[config.mk]
export PLATFORM = sky130hd
export DESIGN_NAME = scr1_dmi_target
export DESIGN_NICKNAME = d
export VERILOG_FILES = /design/src/rtl/scr1_dmi_target.sv
export SDC_FILE = /design/constraint.sdc
export NUM_CORES = 1
export LEC_CHECK = 0
export ABC_CLOCK_PERIOD_IN_PS = 3500
export BUFFER_PORTS_ARGS = -buffer_cell sky130_fd_sc_hd__buf_2
export CAP_MARGIN = 25
export CORE_MARGIN = 4
export CORE_UTILIZATION = 50
export DETAILED_ROUTE_END_ITERATION = 10
export GPL_TIMING_DRIVEN = 0
export PLACE_DENSITY = 0.8
export SYNTH_ARGS = -nofsm -noshare
export SYNTH_HDL_FRONTEND = slang
export SYNTH_SLANG_ARGS = --single-unit
[constraint.sdc]
create_clock -name clk -period 3.5 [get_ports clk]
set_input_delay 0.525 -clock clk [delete_from_list [all_inputs] [get_ports clk]]
set_output_delay 0.525 -clock clk [all_outputs]
set_load 0.01 [all_outputs]
[src/rtl/scr1_dmi_target.sv]
`default_nettype none
// ============================================================================
// Module   : scr1_dmi_target
// Brief    : DMI responder with a reduced DM register set and an access-register
//            abstract command engine (req/ack toward the hart, timeout guarded).
// Revision : 1.0
// ============================================================================
module scr1_dmi_target #(
  parameter int ADDR_W  = 7,
  parameter int DATA_W  = 32,
  parameter int TIMEOUT = 255
) (
  input  logic              clk,
  input  logic              rst_n,
  input  logic              dmi_req,
  input  logic              dmi_wr,
  input  logic [ADDR_W-1:0] dmi_addr,
  input  logic [DATA_W-1:0] dmi_wdata,
  output logic              dmi_resp,
  output logic [DATA_W-1:0] dmi_rdata,
  input  logic              hart_halted,
  input  logic              hart_resumeack,
  output logic              dm_ndmreset,
  output logic              dm_haltreq,
  output logic              dm_resumereq,
  output logic              hart_req,
  output logic              hart_wr,
  output logic [15:0]       hart_regno,
  output logic [DATA_W-1:0] hart_wdata,
  input  logic              hart_ack,
  input  logic              hart_err,
  input  logic [DATA_W-1:0] hart_rdata
);

  localparam logic [ADDR_W-1:0] c_addr_data0      = ADDR_W'(7'h04);
  localparam logic [ADDR_W-1:0] c_addr_dmcontrol  = ADDR_W'(7'h10);
  localparam logic [ADDR_W-1:0] c_addr_dmstatus   = ADDR_W'(7'h11);
  localparam logic [ADDR_W-1:0] c_addr_abstractcs = ADDR_W'(7'h16);
  localparam logic [ADDR_W-1:0] c_addr_command    = ADDR_W'(7'h17);
  localparam logic [15:0]       c_cnt_last        = 16'(TIMEOUT - 1);

  typedef enum logic [0:0] {
    ST_IDLE = 1'b0,
    ST_REQ  = 1'b1
  } state_t;

  state_t            r_state;
  logic [15:0]       r_cnt;
  logic              r_cmd_wr;
  logic [15:0]       r_regno;
  logic [DATA_W-1:0] r_data0;
  logic              r_dmactive;
  logic              r_ndmreset;
  logic              r_haltreq;
  logic              r_resumereq;
  logic              r_resumeack;
  logic [2:0]        r_cmderr;

  logic              w_busy;
  logic              w_wr_en;
  logic              w_rd_en;
  logic              w_dmactive_nxt;
  logic              w_cmd_bad;
  logic [DATA_W-1:0] w_rdata;

  assign w_busy    = (r_state == ST_REQ);
  assign w_wr_en   = dmi_req & dmi_wr;
  assign w_rd_en   = dmi_req & ~dmi_wr;
  assign w_cmd_bad = (dmi_wdata[31:24] != 8'd0) || (dmi_wdata[22:20] != 3'd2);

  // Value dmactive will hold after this edge; used to hold the gated state at 0.
  assign w_dmactive_nxt = (w_wr_en && dmi_addr == c_addr_dmcontrol) ? dmi_wdata[0] : r_dmactive;

  always_comb begin
    w_rdata = '0;
    if (w_rd_en) begin
      case (dmi_addr)
        c_addr_data0:      w_rdata = r_data0;
        c_addr_dmcontrol:  w_rdata = {r_haltreq, 1'b0, 28'd0, r_ndmreset, r_dmactive};
        c_addr_dmstatus:   w_rdata = {14'd0, {2{r_resumeack}}, 4'd0, {2{~hart_halted}},
                                      {2{hart_halted}}, 1'b1, 3'd0, 4'd2};
        c_addr_abstractcs: w_rdata = {19'd0, w_busy, 1'b0, r_cmderr, 4'd0, 4'd1};
        default:           w_rdata = '0;
      endcase
    end
  end

  always_ff @(posedge clk or negedge rst_n) begin
    if (!rst_n) begin
      r_state     <= ST_IDLE;
      r_cnt       <= 16'd0;
      r_cmd_wr    <= 1'b0;
      r_regno     <= 16'd0;
      r_data0     <= '0;
      r_dmactive  <= 1'b0;
      r_ndmreset  <= 1'b0;
      r_haltreq   <= 1'b0;
      r_resumereq <= 1'b0;
      r_resumeack <= 1'b0;
      r_cmderr    <= 3'd0;
    end else begin
      r_resumereq <= 1'b0;
      if (hart_resumeack) r_resumeack <= 1'b1;

      if (w_wr_en) begin
        case (dmi_addr)
          c_addr_data0: begin
            if (w_busy) begin
              if (r_cmderr == 3'd0) r_cmderr <= 3'd1;
            end else if (r_dmactive) begin
              r_data0 <= dmi_wdata;
            end
          end
          c_addr_dmcontrol: begin
            r_dmactive <= dmi_wdata[0];
            if (r_dmactive) begin
              r_ndmreset <= dmi_wdata[1];
              r_haltreq  <= dmi_wdata[31];
            end
            if (dmi_wdata[30] && !dmi_wdata[31]) begin
              r_resumereq <= 1'b1;
              r_resumeack <= 1'b0;
            end
          end
          c_addr_abstractcs: begin
            if (w_busy) begin
              if (r_cmderr == 3'd0) r_cmderr <= 3'd1;
            end else begin
              r_cmderr <= r_cmderr & ~dmi_wdata[10:8];
            end
          end
          c_addr_command: begin
            if (r_cmderr == 3'd0) begin
              if (w_busy) begin
                r_cmderr <= 3'd1;
              end else if (w_cmd_bad) begin
                r_cmderr <= 3'd2;
              end else if (dmi_wdata[17]) begin
                r_state  <= ST_REQ;
                r_cmd_wr <= dmi_wdata[16];
                r_regno  <= dmi_wdata[15:0];
              end
            end
          end
          default: ;
        endcase
      end

      // Hart outcome is applied after DMI effects so it wins on cmderr and DATA0.
      if (w_busy) begin
        if (hart_ack) begin
          r_state <= ST_IDLE;
          r_cnt   <= 16'd0;
          if (hart_err)       r_cmderr <= 3'd3;
          else if (!r_cmd_wr) r_data0  <= hart_rdata;
        end else if (r_cnt == c_cnt_last) begin
          r_state  <= ST_IDLE;
          r_cnt    <= 16'd0;
          r_cmderr <= 3'd3;
        end else begin
          r_cnt <= r_cnt + 16'd1;
        end
      end

      if (!w_dmactive_nxt) begin
        r_data0    <= '0;
        r_ndmreset <= 1'b0;
        r_haltreq  <= 1'b0;
        r_cmderr   <= 3'd0;
      end
    end
  end

  assign dmi_resp     = dmi_req;
  assign dmi_rdata    = w_rdata;
  assign dm_ndmreset  = r_ndmreset;
  assign dm_haltreq   = r_haltreq;
  assign dm_resumereq = r_resumereq;
  assign hart_req     = w_busy;
  assign hart_wr      = r_cmd_wr;
  assign hart_regno   = r_regno;
  assign hart_wdata   = r_data0;

endmodule
`default_nettype wire

==> flow_summary.yaml <==
run_status:
  status: "completed"
timing:
  period_share: 0.907
  setup_tns_ps: 0
  layout_setup_ws_ps: 327
  max_slew.worst_pin.slew_ps: 888
  slew_headroom: 0.406
  fin_skew_ps: 14.9
  rsz0062_at_grt: "false"
  drv_slew: 0
  setup_violations: 0
  final_hold_viol_count: 0
  fmax_mhz: 315
  min_period_ps: 3170
synthesis:
  synth_simple_gate_area_share: 0.216
  ys_types: 57
  yosysSeqAreaShare: 0.447
  netlist_instances: 409
  synth_compound_area_frac: 0.137
  ys_ff_latch: 74
  synthTopCellsByArea: "dfrtp_1, mux2i_1, a211oi_1, nor2_1, and3_1"
  ys_warn_count: 0
  synth.mux.area_fraction: 0.137
  synth_largest_area_cell: "dfrtp_1"
  synth-edff-count: 0
  synth_nets: 490
  synth_common_cells: "dfrtp_1, nor2_1, mux2i_1"
  synth_top_family_by_area: "simple AND/OR/NAND/NOR gates"
  async_flop_share: 1.00
  syn_area_per_cell_sq_um: 10.1
  dominantRegCellSynth: "dfrtp_1"
  synth_top_cell_area_share: 0.447
  post-synth-top-count-cell: "dfrtp_1"
  synthAdderAreaFrac: 0.00604
  synth-xor-area-share: 0.0127
  syn-cell-area_sq_um: 4140
power:
  p_int_mw: 1.23
  sw_frac_of_total: 0.243
  power_frac_seq: 0.526
  pwr-share-clk: 0.400
  p_leak_nw: 2.57
  power_frac_comb: 0.075
  switchingPower_mw: 0.396
  vdd_drop_max_uv: 159
  power_density_nw_per_um2: 306
cts:
  ctsResizeCount: 0
  cts_setup_buffers: 0
  ctsHoldBuffers: 0
  clock-sinks: 74
  cts_made_buffers: 9
  cts_tree: "done"
  htree_levels: 3
  clockBufferDepth: 2
  path_clk_slew_ps: 80
  cts_root_buffer: "clkbuf_8"
  clock_latency_ps: 340
floorplan:
  pin_count: 165
  rows: 32
  die_y_um: 99.0
  dieArea_sq_um: 9800
  core_area_sq_um: 7890
  die_w_um: 99.0
  start_util: 0.525
worst_setup_path:
  path_class: "input port to primary output"
  critPathMaxStageDelay_ps: 540
  cp_common_cell: "buf_2"
  cp_max_fo: 10
  rrSetupSlack_ps: 1030
  reg2reg_depth: 5
  crit_arrival_ps: 2650
  reg2reg_from: "hart_req"
  critPathLaunchType: "input port"
  critPathTopFamily: "buffers and inverters"
  worstPathCellList: "buf_2 -> or4b_1 -> buf_6 -> nor2_1 -> clkbuf_1 -> nand2_1 -> a31oi_1 -> buf_2"
  setup.worst_path.start: "dmi_addr[3]"
  reg2reg_to: "hart_regno[9]"
  slowest_stage: "clkbuf_1"
  worstSetupEndpointType: "primary output"
  required_ps: 2970
  cp.buffers_inverters: 4
routing:
  routed_wl_um: 13200
  vias: 4029
  drt_iter0_markers: 264
  wl_met3_um: 1110
  met1_length_um: 5430
  maxUsedRoutingLayer: "met4"
  first_pass_iters: 6
  vias_per_cell: 5.82
  drc: 0
  wl_met2_um: 6340
  routedWlPerCell_um: 19.1
  ant_nets: 0
placed_design:
  dp_hpwl_um: 10000
  dp_slack_ps: 355
  port_buffers: 163
  globalplace.congestion: 0.944
worst_hold_path:
  hold_class: "input port to async pin"
cells_and_area:
  drive_above_1_share: 0.370
  regArea_sq_um: 1850
  nets: 665
  final_core_util: 0.673
  multi_input_area_sq_um: 2110
  fillers: 646
  syn_to_final_growth_pct: 28.2
global_routing:
  antenna_found_initial: 1
  grt_max_degree: 62
  grt_first_pass_wirelength_um: 21200
  grt_pass1_vias: 4182
  grt-ovfl-total: 0
  grt.total_usage: 0.271
job:
  drv_cap: 0
state kept, by name, indices dropped and copies added (netlist names):
register      cells
r_cnt            16
hart_wr           1
r_dmactive        1
r_cmderr          3
dm_haltreq        1
r_resumeack       1
hart_regno       16
hart_wdata       32
dm_resumereq      1
dm_ndmreset       1
hart_req          1
cells by family (layout without fill, tap and decap cells):
kind of cell,Yosys count,count (layout)
muxes,51,51
adders and majority gates,2,2
DFF,74,74
and+or+nand+nor,157,157
xor gates and xnor gates,6,6
other,0,1
AOI/OAI and AO/OA,80,80
buffers and inverters,39,219
power groups by stage:
stage	combinational (mW)	clock, mW	sequential, mW
2_1_floorplan	0.0335	0	0.872
3_3_place_gp	0.114	0	0.872
3_5_place_dp	0.121	0	0.872
4_1_cts	0.121	0.662	0.855
5_1_grt	0.135	0.693	0.855
6_report	0.122	0.650	0.855
worst max-delay path by stage:
stage	end	cells past startpoint	slack (ps)
floorplan	hart_regno[10]	6	900
global placement	hart_regno[9]	7	420
detailed placement	hart_regno[15]	7	350
CTS	dmi_rdata[8]	8	380
global route	dmi_rdata[8]	8	200
finish	dmi_rdata[8]	8	330
layout by cell type, fill, tap and decap left out, drive strengths merged, types with 11 or more instances in the layout:
| master | count |
|---|---|
| buf | 170 |
| dfrtp | 74 |
| nor2 | 44 |
| mux2i | 33 |
| a211oi | 32 |
| clkbuf | 32 |
| and3 | 23 |
| nand2 | 23 |
| mux2 | 18 |
| a21oi | 14 |
| nand3 | 11 |
| inv | 11 |
| nor4 | 11 |
final cells by class:
cell class	instances	share of cell area
inverter	10	0.00707
buffer	29	0.0271
tap	102	0.0240
clock buffer	9	0.0233
antenna	1	0.000471
multi-input combinational	296	0.397
timing repair buffer	164	0.159
clock inverter	7	0.0127
sequential	74	0.349
metrics by stage:
| stage | cells | power [mW] | area, sq um | hold WS, ps |
|---|---|---|---|---|
| after global placement | 674 | 0.986 | 5080 | 485 |
| after detailed placement | 675 | 0.993 | 5110 | 401 |
| after CTS | 691 | 1.64 | 5310 | 28.1 |
| after global routing | 692 | 1.68 | 5310 | 32.2 |
| after floorplan | 409 | 0.906 | 4140 | 229 |
| final | 692 | 1.63 | 5310 | 35.4 |
per-layer routing:
layer / vias up / GRT usage
met4: 0 / 0.0977
met2: 203 / 0.440
met3: 30 / 0.0566
met5: - / 0
met1: 1936 / 0.359
li1: 1860 / -
(Power assumes the default switching activity.)
